`src/rtl/cavlc_coeff_buffer.sv`:
```
`timescale 1ns/1ps
// cavlc_coeff_buffer
// Collects CAVLC-decoded levels (reverse scan order, each tagged with its
// run_before), places them at their 4x4 zigzag positions and streams the 16
// raster-order coefficients of each block downstream. Two banks ping-pong, so
// one block can fill while the previous one drains.
//
// Ports
//   Clk, Reset            clock, synchronous active-high reset
//   BlockStart            block header strobe; TotalCoeff/TotalZeros sampled
//   InReady               a BlockStart can be accepted this cycle
//   WrReq/LevelIn/RunBefore  one decoded level and the zeros preceding it
//   BlockDone             decoder signals end of block
//   CoeffValid/CoeffReady output handshake
//   CoeffOut/CoeffIdx/CoeffLast  raster coefficient, its index, idx==15 flag
//   Error                 sticky protocol/bitstream error, cleared by Reset
module cavlc_coeff_buffer #(
  parameter int LEVEL_W   = 13,
  parameter int NUM_COEFF = 16
) (
  input  logic                      Clk,
  input  logic                      Reset,
  input  logic                      BlockStart,
  input  logic [4:0]                TotalCoeff,
  input  logic [3:0]                TotalZeros,
  output logic                      InReady,
  input  logic                      WrReq,
  input  logic signed [LEVEL_W-1:0] LevelIn,
  input  logic [3:0]                RunBefore,
  input  logic                      BlockDone,
  output logic                      CoeffValid,
  input  logic                      CoeffReady,
  output logic signed [LEVEL_W-1:0] CoeffOut,
  output logic [3:0]                CoeffIdx,
  output logic                      CoeffLast,
  output logic                      Error
);

  typedef enum logic {F_IDLE, F_FILL} fillState_t;
  typedef enum logic {D_IDLE, D_OUT}  drainState_t;

  fillState_t  fillState;
  drainState_t drainState;

  logic                      fillPtr;
  logic                      drainPtr;
  logic [1:0]                bankFull;
  logic [NUM_COEFF-1:0]      bankMask [2];
  logic signed [LEVEL_W-1:0] bankData [2][NUM_COEFF];

  // Scan position of the next level; goes negative once the runs are used up.
  logic signed [6:0] pos;
  logic [4:0]        remaining;

  logic [5:0]        hdrSum;
  logic              hdrOver;
  logic signed [6:0] startPos;
  logic signed [6:0] posNext;
  logic              wrAccept;
  logic [4:0]        remainAfter;

  function automatic logic [3:0] zigzag(input logic [3:0] scan);
    case (scan)
      4'd0:  return 4'd0;
      4'd1:  return 4'd1;
      4'd2:  return 4'd4;
      4'd3:  return 4'd8;
      4'd4:  return 4'd5;
      4'd5:  return 4'd2;
      4'd6:  return 4'd3;
      4'd7:  return 4'd6;
      4'd8:  return 4'd9;
      4'd9:  return 4'd12;
      4'd10: return 4'd13;
      4'd11: return 4'd10;
      4'd12: return 4'd7;
      4'd13: return 4'd11;
      4'd14: return 4'd14;
      default: return 4'd15;
    endcase
  endfunction

  // Entries never written in the current block read as zero via the mask.
  function automatic logic signed [LEVEL_W-1:0] readCoeff(input logic bank,
                                                          input logic [3:0] idx);
    return bankMask[bank][idx] ? bankData[bank][idx] : '0;
  endfunction

  assign InReady = (fillState == F_IDLE) && !bankFull[fillPtr];

  always_comb begin
    hdrSum      = 6'(TotalCoeff) + 6'(TotalZeros);
    hdrOver     = hdrSum > 6'd16;
    startPos    = hdrOver ? 7'sd15 : $signed({1'b0, hdrSum}) - 7'sd1;
    posNext     = pos - 7'sd1 - $signed({3'b000, RunBefore});
    wrAccept    = (fillState == F_FILL) && WrReq && (remaining != '0) && !pos[6];
    remainAfter = wrAccept ? remaining - 5'd1 : remaining;
  end

  always_ff @(posedge Clk) begin
    if (wrAccept) begin
      bankData[fillPtr][zigzag(pos[3:0])] <= LevelIn;
    end
  end

  always_ff @(posedge Clk) begin
    if (Reset) begin
      fillState   <= F_IDLE;
      drainState  <= D_IDLE;
      fillPtr     <= 1'b0;
      drainPtr    <= 1'b0;
      bankFull    <= '0;
      bankMask[0] <= '0;
      bankMask[1] <= '0;
      pos         <= '0;
      remaining   <= '0;
      CoeffValid  <= 1'b0;
      CoeffOut    <= '0;
      CoeffIdx    <= '0;
      CoeffLast   <= 1'b0;
      Error       <= 1'b0;
    end else begin
      // Fill side
      case (fillState)
        F_IDLE: begin
          if (BlockStart) begin
            if (InReady) begin
              bankMask[fillPtr] <= '0;
              if (TotalCoeff == '0) begin
                bankFull[fillPtr] <= 1'b1;
                fillPtr           <= ~fillPtr;
              end else begin
                pos       <= startPos;
                remaining <= TotalCoeff;
                fillState <= F_FILL;
                if (hdrOver) Error <= 1'b1;
              end
            end else begin
              Error <= 1'b1;
            end
          end
        end
        F_FILL: begin
          if (BlockStart) Error <= 1'b1;
          if (WrReq) begin
            if (wrAccept) begin
              bankMask[fillPtr][zigzag(pos[3:0])] <= 1'b1;
              pos       <= posNext;
              remaining <= remaining - 5'd1;
            end else begin
              Error <= 1'b1;
            end
          end
          // A same-cycle write is already folded into remainAfter.
          if (BlockDone) begin
            if (remainAfter != '0) Error <= 1'b1;
            bankFull[fillPtr] <= 1'b1;
            fillPtr           <= ~fillPtr;
            fillState         <= F_IDLE;
          end
        end
        default: fillState <= F_IDLE;
      endcase

      // Drain side
      case (drainState)
        D_IDLE: begin
          if (bankFull[drainPtr]) begin
            CoeffValid <= 1'b1;
            CoeffIdx   <= '0;
            CoeffOut   <= readCoeff(drainPtr, 4'd0);
            CoeffLast  <= 1'b0;
            drainState <= D_OUT;
          end
        end
        D_OUT: begin
          if (CoeffReady) begin
            if (CoeffLast) begin
              bankFull[drainPtr] <= 1'b0;
              drainPtr           <= ~drainPtr;
              CoeffIdx           <= '0;
              CoeffLast          <= 1'b0;
              // Chain straight into the other bank when it is already full.
              if (bankFull[~drainPtr]) begin
                CoeffOut <= readCoeff(~drainPtr, 4'd0);
              end else begin
                CoeffValid <= 1'b0;
                CoeffOut   <= '0;
                drainState <= D_IDLE;
              end
            end else begin
              CoeffIdx  <= CoeffIdx + 4'd1;
              CoeffOut  <= readCoeff(drainPtr, CoeffIdx + 4'd1);
              CoeffLast <= (CoeffIdx == 4'd14);
            end
          end
        end
        default: drainState <= D_IDLE;
      endcase
    end
  end

endmodule

```
`config.mk`:
```
export PLATFORM = sky130hd
export DESIGN_NAME = cavlc_coeff_buffer
export DESIGN_NICKNAME = d
export VERILOG_FILES = /design/src/rtl/cavlc_coeff_buffer.sv
export SDC_FILE = /design/constraint.sdc
export NUM_CORES = 1
export LEC_CHECK = 0
export CORE_MARGIN = 1.5
export CORE_UTILIZATION = 40
export CTS_CLUSTER_SIZE = 24
export DETAILED_ROUTE_END_ITERATION = 6
export MAX_ROUTING_LAYER = met4
export PLACE_DENSITY = 0.59
export SYNTH_ARGS = -nofsm -noshare
export SYNTH_HDL_FRONTEND = slang
export SYNTH_SLANG_ARGS = --single-unit
export TNS_END_PERCENT = 5
```
`constraint.sdc`:
```
create_clock -name Clk -period 5.09 [get_ports Clk]
set_clock_uncertainty 0.2 [all_clocks]
set_input_delay 1.2725 -clock Clk [delete_from_list [all_inputs] [get_ports Clk]]
set_output_delay 1.2725 -clock Clk [all_outputs]
set_load 0.03 [all_outputs]
```
After elaboration in Yosys (flattened, before gate mapping)
Memories as Yosys holds them, arrays and structs flattened. A register that Yosys moved wholly into a read port is not among the register bits.
Index checks and enable logic that the tools add are counted.
{ "totals": {"romBits": 128, "mem_bits_rw": 448, "ff_bits": 38, "elab_cells": 226, "input_bits": 32, "out_inout_bits": 21, "memories": 4} }
{ "op_classes": {"addsub": 6, "order_cmp": 12, "eq_ne": 14, "n_mux": 132, "bitwise": 25, "reduce_logical": 21} }
{ "memory_table": {"columns": ["memory", "depth", "word_bits", "read_ports", "rd_clocked_by_memory_dff", "wr", "line_no", "source"], "rows": [
  ["bankData", 2, 208, 2, 1, 1, "49", "logic signed [LEVEL_W-1:0] bankData [2][NUM_COEFF];"],
  ["(name not given)", 16, 4, 1, 1, 0, "63", "case (scan)"],
  ["(name not given)", 16, 4, 1, 1, 0, "63", null],
  ["bankMask", 2, 16, 2, 1, 2, "48", "logic [NUM_COEFF-1:0] bankMask [2];"]
]} }
{ "ops": {"columns": ["operator", "count"], "rows": [
  ["208-bit 2-to-1 mux", 1],
  ["13-bit 2-to-1 mux", 10],
  ["1-bit 2-to-1 mux", 70],
  ["13-bit binary-select mux with 4-bit select", 1],
  ["13-bit demux with 4-bit select", 1],
  ["16-bit 2-to-1 mux", 3],
  ["4-bit 2-to-1 mux", 12],
  ["7-bit 2-to-1 mux", 6],
  ["13-bit one-hot mux with 2 select lines", 1],
  ["5-bit 2-to-1 mux", 5],
  ["2-bit != test, second input constant", 9],
  ["2-bit 2-to-1 mux", 8],
  ["1-bit bitwise OR", 16],
  ["16-bit OR reduction", 1],
  ["7-bit one-hot mux with 2 select lines", 1],
  ["1-bit one-hot mux with 2 select lines", 6],
  ["4-bit AND reduction", 3],
  ["5-bit >= comparator, second input constant", 2],
  ["4-bit by 5-bit < comparator with 1-bit output, second input constant", 2],
  ["4-bit NOT with 5-bit output", 2],
  ["5-bit one-hot mux with 2 select lines", 1],
  ["5-bit nonzero test", 2],
  ["1-bit logical AND", 8],
  ["4-bit one-hot mux with 2 select lines", 1],
  ["other kinds (27)", 38]
]} }

Depth between registers and ports, before layout
Gate-level depths: netlist (run 1).
{ "depth": {"word_depth": 15, "mapped_depth": 15} }

Worst setup path after synthesis (run 1)
OpenSTA, ideal clock, no wires.
{ "synth_timing": {"kind": "input to register", "from": "input port TotalCoeff[0]", "to": "register (tool-made name)", "path_stages": 14, "path_buffers": 0, "arrival_time_ps": 4099, "slack_ps": 671, "path_cell_list": "ha_1 > inv_1 > fa_1 > nand2b_1 > a21oi_1 > xor2_1 > a21boi_2 > a221o_1 > a21oi_1 > inv_1 > ha_1 > nor2b_1 > a22oi_1 > a211o_1"} }
{ "synth_lines": {"columns": ["element", "line_no", "source"], "rows": [
  ["from (decl)", "24", "input logic [4:0] TotalCoeff,"]
]} }

==> run summary, run 1 <==
normalized max-slew margin: 19.0%
data arrival time at the worst-slack endpoint: 4.69 ns
# clock sinks: 491
per-cell routed wire length: 23.8 um
HPWL reported at the end of detailed placement: 28,400 um
cell with the most instances on the worst path: sky130_fd_sc_hd__ha_1
power share of the sequential group: 52.5%
number of max-capacitance violations reported: 0
reg-to-reg critical path startpoint: CoeffIdx[0]
first-pass GRT wire length: 72,400 um
RSZ-0062 raised after global routing: no
leading register cell type out of synthesis: sky130_fd_sc_hd__edfxtp_1
vias after detailed routing: 11,200
design internal power: 6720 uW
fill cell total of the finished layout: 4,436
f_max: 226 MHz
post-cts resize count: 0
root cell of the clock tree: sky130_fd_sc_hd__clkbuf_16
total buffers and inverters traversed by the critical path: 2
multi-input combinational cell area: 6040 um^2
register bit count reported by yosys: 491
total core area: 51,300 um^2
number of enable-type register cells in the synthesized netlist: 448
starting utilization of the core area: 40.5%
vias in the first global route: 11,400
Clock Path Buffers: 3
DRC violation count after routing: 0
count of final max-slew check failures: 0
kind of end point of the critical path: flip-flop
start point of the worst min-delay path: CoeffValid
number of antenna violations at the first check in global routing: 0
sequential fraction of the synthesis area: 68.9%
fraction of the cycle the final worst path needs: 87.0%
length in cells of the worst reg-to-reg path: 7
hold depth: 2
critical path class: in2reg
first drt pass iteration count: 5
aggregate global-route resource usage: 19.0%
minimum setup slack in the final design: 0.664 ns
floorplan die height: 231 um
net switching fraction of the power: 21.9%
cell chain of the critical path: clkdlybuf4s50_1 -> ha_1 -> inv_1 -> fa_1 -> ha_1 -> nand3_1 -> mux2_2 -> a21boi_2 -> a21oi_1 -> a21oi_1 -> nor2_1 -> ha_1 -> nor2b_1 -> a22oi_1 -> a211o_1
Avg Inst Size Synth: 17.3 um^2
top cells by area in the synthesized netlist: sky130_fd_sc_hd__edfxtp_1 65%, sky130_fd_sc_hd__mux4_2 14%, sky130_fd_sc_hd__dfxtp_1 4.1%, sky130_fd_sc_hd__nor2_1 1.9%, sky130_fd_sc_hd__nand2_1 1.5%
Cells after Synth: 1,203
number of clock buffers inserted by TritonCTS: 51
netlist area before placement: 20,800 um^2
Worst-path clk slew: 0.06 ns
wire length after detailed routing: 48,000 um
overall die width: 231 um
final count of negative-setup-slack endpoints: 0
number of buffers added for setup after CTS: 0
critical-path cell with the highest stage delay: sky130_fd_sc_hd__fa_1
Worst setup SP type: input pin
Yosys warnings: 0
outcome: complete, no violations
Hold Violations, Final: 0
largest area contributor in the synthesized netlist: sky130_fd_sc_hd__edfxtp_1
number of antenna repair diodes: 0
part of the power in combinational logic: 6.6%
leakage power total: 0.00768 uW
CTS tree: yes
leftover overflow at the end of global routing: 0
signed area change from the synthesized netlist to the final layout: 14.8%
share of final-layout standard cells stronger than drive strength 1: 21.2%
number of vias per cell after detailed routing: 5.55
setup total negative slack: 0 ns
worst setup path startpoint: TotalCoeff[0]
number of library cell types mapped by synthesis: 62
Max H-tree Level: 2
CP Data Required Time: 5.36 ns
shortest period the worst path allows: 4.43 ns
Post-synth ARST share: 0%
largest incremental delay on the critical path: 0.54 ns
number of top-level pins: 53
maximum number of pins on one net before global-route repair: 48
r2r setup slk: 1.45 ns
standard-cell row count: 83
areal power density over the cells: 361 nW/um^2
Final GP Congestion: 0.782
setup slack after placement: 0.0789 ns
share of Yosys cell area claimed by the top area cell type: 64.8%
WHS Endpoint: CoeffValid
endpoint of the worst-slack reg-to-reg timing path: CoeffOut[3]
worst skew pair latency: 0.58 ns
list of most frequent post-synthesis cells: 448 x sky130_fd_sc_hd__edfxtp_1, 132 x sky130_fd_sc_hd__mux4_2, 107 x sky130_fd_sc_hd__nor2_1, 85 x sky130_fd_sc_hd__nand2_1, 45 x sky130_fd_sc_hd__a21oi_1
Hold Buf Count CTS: 0
worst-path maximum fanout: 4
clock share of power: 40.9%
most repeated cell in the gate-level netlist after synthesis: sky130_fd_sc_hd__edfxtp_1
family of cells with the greatest summed delay on the critical path: adder cells
full die area: 53,300 um^2
number of DRC violations after detailed-routing iteration 0: 925
Reg area: 14,300 um^2
worst hold path class: reg2reg
worst-margin pin slew: 1.21 ns
net switching component of the power: 1880 uW
antenna-violating nets left: 0
VDD IR-drop max: 0.234 mV
fin nets: 1,353
net count after synthesis: 1,257
Port Buffer Count: 52
[cell families (layout without fill, tap and decap cells)]
| family | Yosys count | in the layout | synth area share [%] |
|---|---|---|---|
| DFF | 491 | 491 | 68.9 |
| xor gates and xnor gates | 11 | 11 | 0.500 |
| and+or+nand+nor | 252 | 252 | 5.19 |
| adders and majority gates | 22 | 22 | 1.40 |
| buffers and inverters | 94 | 226 | 2.13 |
| muxes | 176 | 176 | 16.8 |
| AOI/OAI and AO/OA | 157 | 157 | 5.11 |
[routing by layer]
layer	GRT usage, %	wire, um	up-vias
met5	-	0	-
met4	5.33	1040	0
met3	2.74	2060	71
met2	29.6	23300	260
met1	26.1	21700	5875
li1	-	-	4978
[layout by cell type (no fill, tap or decap), types with 15 or more instances in the layout]
cell,n
sky130_fd_sc_hd__edfxtp_1,448
sky130_fd_sc_hd__mux4_2,132
sky130_fd_sc_hd__nor2_1,107
sky130_fd_sc_hd__nand2_1,85
sky130_fd_sc_hd__buf_4,54
sky130_fd_sc_hd__clkbuf_16,51
sky130_fd_sc_hd__clkdlybuf4s50_1,51
sky130_fd_sc_hd__a21oi_1,45
sky130_fd_sc_hd__dfxtp_1,41
sky130_fd_sc_hd__o21ai_0,27
sky130_fd_sc_hd__mux2i_1,27
sky130_fd_sc_hd__inv_1,26
sky130_fd_sc_hd__ha_1,19
sky130_fd_sc_hd__a21o_1,18
sky130_fd_sc_hd__nand3_1,16
sky130_fd_sc_hd__o221ai_1,15
[worst register-to-register path: cells and delay by family, from the launching register on]
kind / cells / cell delay [ns]
and+or+nand+nor: 1 / 0.07
muxes: 3 / 1.24
buffers and inverters: 2 / 1.30
AOI/OAI and AO/OA: 1 / 0.31
DFF: 1 / 0.41
[state kept, by name, indices dropped and copies added, names as in the netlist, named ones only]
register	cells
remaining	5
pos	7
bankData	416
bankMask	32
fillState	1
Error	1
CoeffValid	1
bankFull	2
fillPtr	1
CoeffLast	1
drainPtr	1
drainState	1
CoeffOut	13
CoeffIdx	4
[power groups by stage]
stage	Clock, uW	Combinational, uW	Sequential (uW)
floorplan	0	328	4600
global placement	0	561	4590
detailed placement	0	570	4600
CTS	3590	572	4510
global route	3740	629	4520
finish	3520	569	4510
[per-stage QoR]
| stage | area [um^2] | power, uW | cells | hold WS [ns] | util, % |
|---|---|---|---|---|---|
| floorplan | 20800 | 4930 | 1203 | 0.271 | - |
| global placement | 22300 | 5160 | 1926 | 0.288 | 43.5 |
| detailed placement | 22300 | 5170 | 1926 | 0.298 | 43.5 |
| CTS | 23800 | 8680 | 2015 | 0.308 | 46.5 |
| global route | 23800 | 8890 | 2015 | 0.348 | 46.5 |
| finish | 23800 | 8600 | 2015 | 0.309 | 46.5 |
[worst max path at each step]
stage / end / slack (ns) / cells past startpoint
floorplan: flip-flop / 0.67 / 14
global placement: flip-flop / 0.18 / 15
detailed placement: flip-flop / 0.08 / 15
CTS: flip-flop / 0.69 / 15
global route: flip-flop / 0.41 / 15
finish: flip-flop / 0.66 / 15
[area by class of cell]
cell class,instances,share of cell area [%]
Sequential cell,491,60.1
Multi-Input combinational cell,618,25.3
Clock buffer,65,5.57
Timing Repair Buffer,109,4.11
Tap cell,680,3.57
Clock inverter,24,0.929
Inverter,28,0.441
(Power assumes the default switching activity.)
==> run 2: changes to the inputs <==
- CORE_UTILIZATION: 40 -> 44
- PLACE_DENSITY: 0.59 -> 0.63
==> run summary, run 2 (synthesis results as in run 1) <==
outcome: complete, no violations
# clock sinks: 491
HPWL reported at the end of detailed placement: 27,200 um
net switching component of the power: 1900 uW
worst-case hold slack: 0.311 ns
areal power density over the cells: 363 nW/um^2
number of buffers added for setup after CTS: 0
net switching fraction of the power: 22.1%
leakage power total: 0.00769 uW
number of top-level pins: 53
standard-cell row count: 79
worst setup path startpoint: TotalCoeff[0]
post-cts resize count: 0
number of vias per cell after detailed routing: 5.76
share of final-layout standard cells stronger than drive strength 1: 21.5%
aggregate global-route resource usage: 20.4%
first drt pass iteration count: 5
clock share of power: 41.2%
CP Data Required Time: 5.37 ns
DRC violation count after routing: 0
worst hold path class: reg2reg
worst-margin pin slew: 1.20 ns
full die area: 48,500 um^2
number of clock buffers inserted by TritonCTS: 51
CTS tree: yes
floorplan die height: 220 um
vias in the first global route: 11,400
power share of the sequential group: 52.4%
root cell of the clock tree: sky130_fd_sc_hd__clkbuf_16
r2r setup slk: 1.17 ns
vias after detailed routing: 11,200
data arrival time at the worst-slack endpoint: 4.70 ns
maximum number of pins on one net before global-route repair: 70
count of final max-slew check failures: 0
fin nets: 1,351
wire length after detailed routing: 47,000 um
normalized max-slew margin: 19.6%
antenna-violating nets left: 0
Hold Violations, Final: 0
number of max-capacitance violations reported: 0
total core area: 46,600 um^2
leftover overflow at the end of global routing: 0
RSZ-0062 raised after global routing: no
Hold Buf Count CTS: 0
worst-path maximum fanout: 4
flip-flop count of the largest register after layout: 416
fill cell total of the finished layout: 3,761
fraction of the cycle the final worst path needs: 86.8%
signed area change from the synthesized netlist to the final layout: 14.3%
setup total negative slack: 0 ns
design internal power: 6720 uW
most common library cell in the layout ignoring fill and taps: sky130_fd_sc_hd__edfxtp_1
Final Util: 51.0%
kind of end point of the critical path: flip-flop
Port Buffer Count: 52
first-pass GRT wire length: 70,300 um
shortest period the worst path allows: 4.42 ns
reg-to-reg critical path startpoint: CoeffIdx[0]
f_max: 226 MHz
critical path class: in2reg
Max H-tree Level: 2
Clock Path Buffers: 3
number of antenna violations at the first check in global routing: 0
start point of the worst min-delay path: pos[1]
number of DRC violations after detailed-routing iteration 0: 1,039
worst skew pair latency: 0.59 ns
commonest cells after routing, fill and taps aside: 448 x sky130_fd_sc_hd__edfxtp_1, 132 x sky130_fd_sc_hd__mux4_2, 107 x sky130_fd_sc_hd__nor2_1, 85 x sky130_fd_sc_hd__nand2_1, 54 x sky130_fd_sc_hd__buf_4
Final GP Congestion: 0.818
Worst-path clk slew: 0.06 ns
overall die width: 220 um
Worst setup SP type: input pin
per-cell routed wire length: 24.2 um
final count of negative-setup-slack endpoints: 0
part of the power in combinational logic: 6.5%
VDD IR-drop max: 0.243 mV
starting utilization of the core area: 44.6%
run 2: worst paths after layout:
| path | end | cells after the start |
|---|---|---|
| setup / recovery | flip-flop | 15 |
| hold / removal | pos[1] | 2 |
| setup reg to reg | CoeffOut[11] | 8 |
| hold reg to reg | pos[1] | 2 |
run 2: area by class of cell:
type / count / area, um^2 / area share [%]
diodes: 1 / 2.50 / 0.0105
inverters: 28 / 105 / 0.443
flip-flops and latches: 491 / 14300 / 60.3
repair buffers: 107 / 941 / 3.96
well taps: 607 / 759 / 3.20
clock buffers: 71 / 1420 / 5.99
multi-input cells: 618 / 6040 / 25.4
clock inverters: 19 / 158 / 0.664
run 2: per-layer routing:
metal	wire length, um	up-vias	GRT usage [%]	share of wire [%]
met1	20500	5848	27.3	44
met4	1040	0	5.28	2.2
met5	0	-	-	0
met3	2540	79	3.64	5.4
met2	22900	301	32.7	49
li1	-	4966	-	-
run 2: worst max-delay path: stages:
cell,delay (ns)
sky130_fd_sc_hd__clkdlybuf4s50_1,0.52
sky130_fd_sc_hd__ha_1,0.19
sky130_fd_sc_hd__inv_1,0.06
sky130_fd_sc_hd__fa_1,0.52
sky130_fd_sc_hd__ha_1,0.18
sky130_fd_sc_hd__nand3_1,0.07
sky130_fd_sc_hd__mux2_2,0.30
sky130_fd_sc_hd__a21boi_2,0.24
sky130_fd_sc_hd__a21oi_1,0.10
sky130_fd_sc_hd__a21oi_1,0.22
sky130_fd_sc_hd__nor2_1,0.13
sky130_fd_sc_hd__ha_1,0.32
sky130_fd_sc_hd__nor2b_1,0.17
sky130_fd_sc_hd__a22oi_1,0.09
sky130_fd_sc_hd__a211o_1,0.31
run 2: power groups by stage:
stage / combinational (uW) / clock [uW] / sequential [uW]
2_1_floorplan: 328 / 0 / 4600
3_3_place_gp: 550 / 0 / 4600
3_5_place_dp: 559 / 0 / 4600
4_1_cts: 561 / 3610 / 4510
5_1_grt: 613 / 3750 / 4520
6_report: 557 / 3550 / 4510
run 2: stage by stage:
stage | cell area, um^2 | setup slack (ns) | std cells | power, uW
5_1_grt | 23700 | 0.402 | 1941 | 8890
2_1_floorplan | 20800 | 0.671 | 1203 | 4930
4_1_cts | 23700 | 0.629 | 1941 | 8690
6_report | 23700 | 0.671 | 1942 | 8620
3_3_place_gp | 22200 | 0.127 | 1851 | 5150
3_5_place_dp | 22200 | 0.0577 | 1851 | 5160
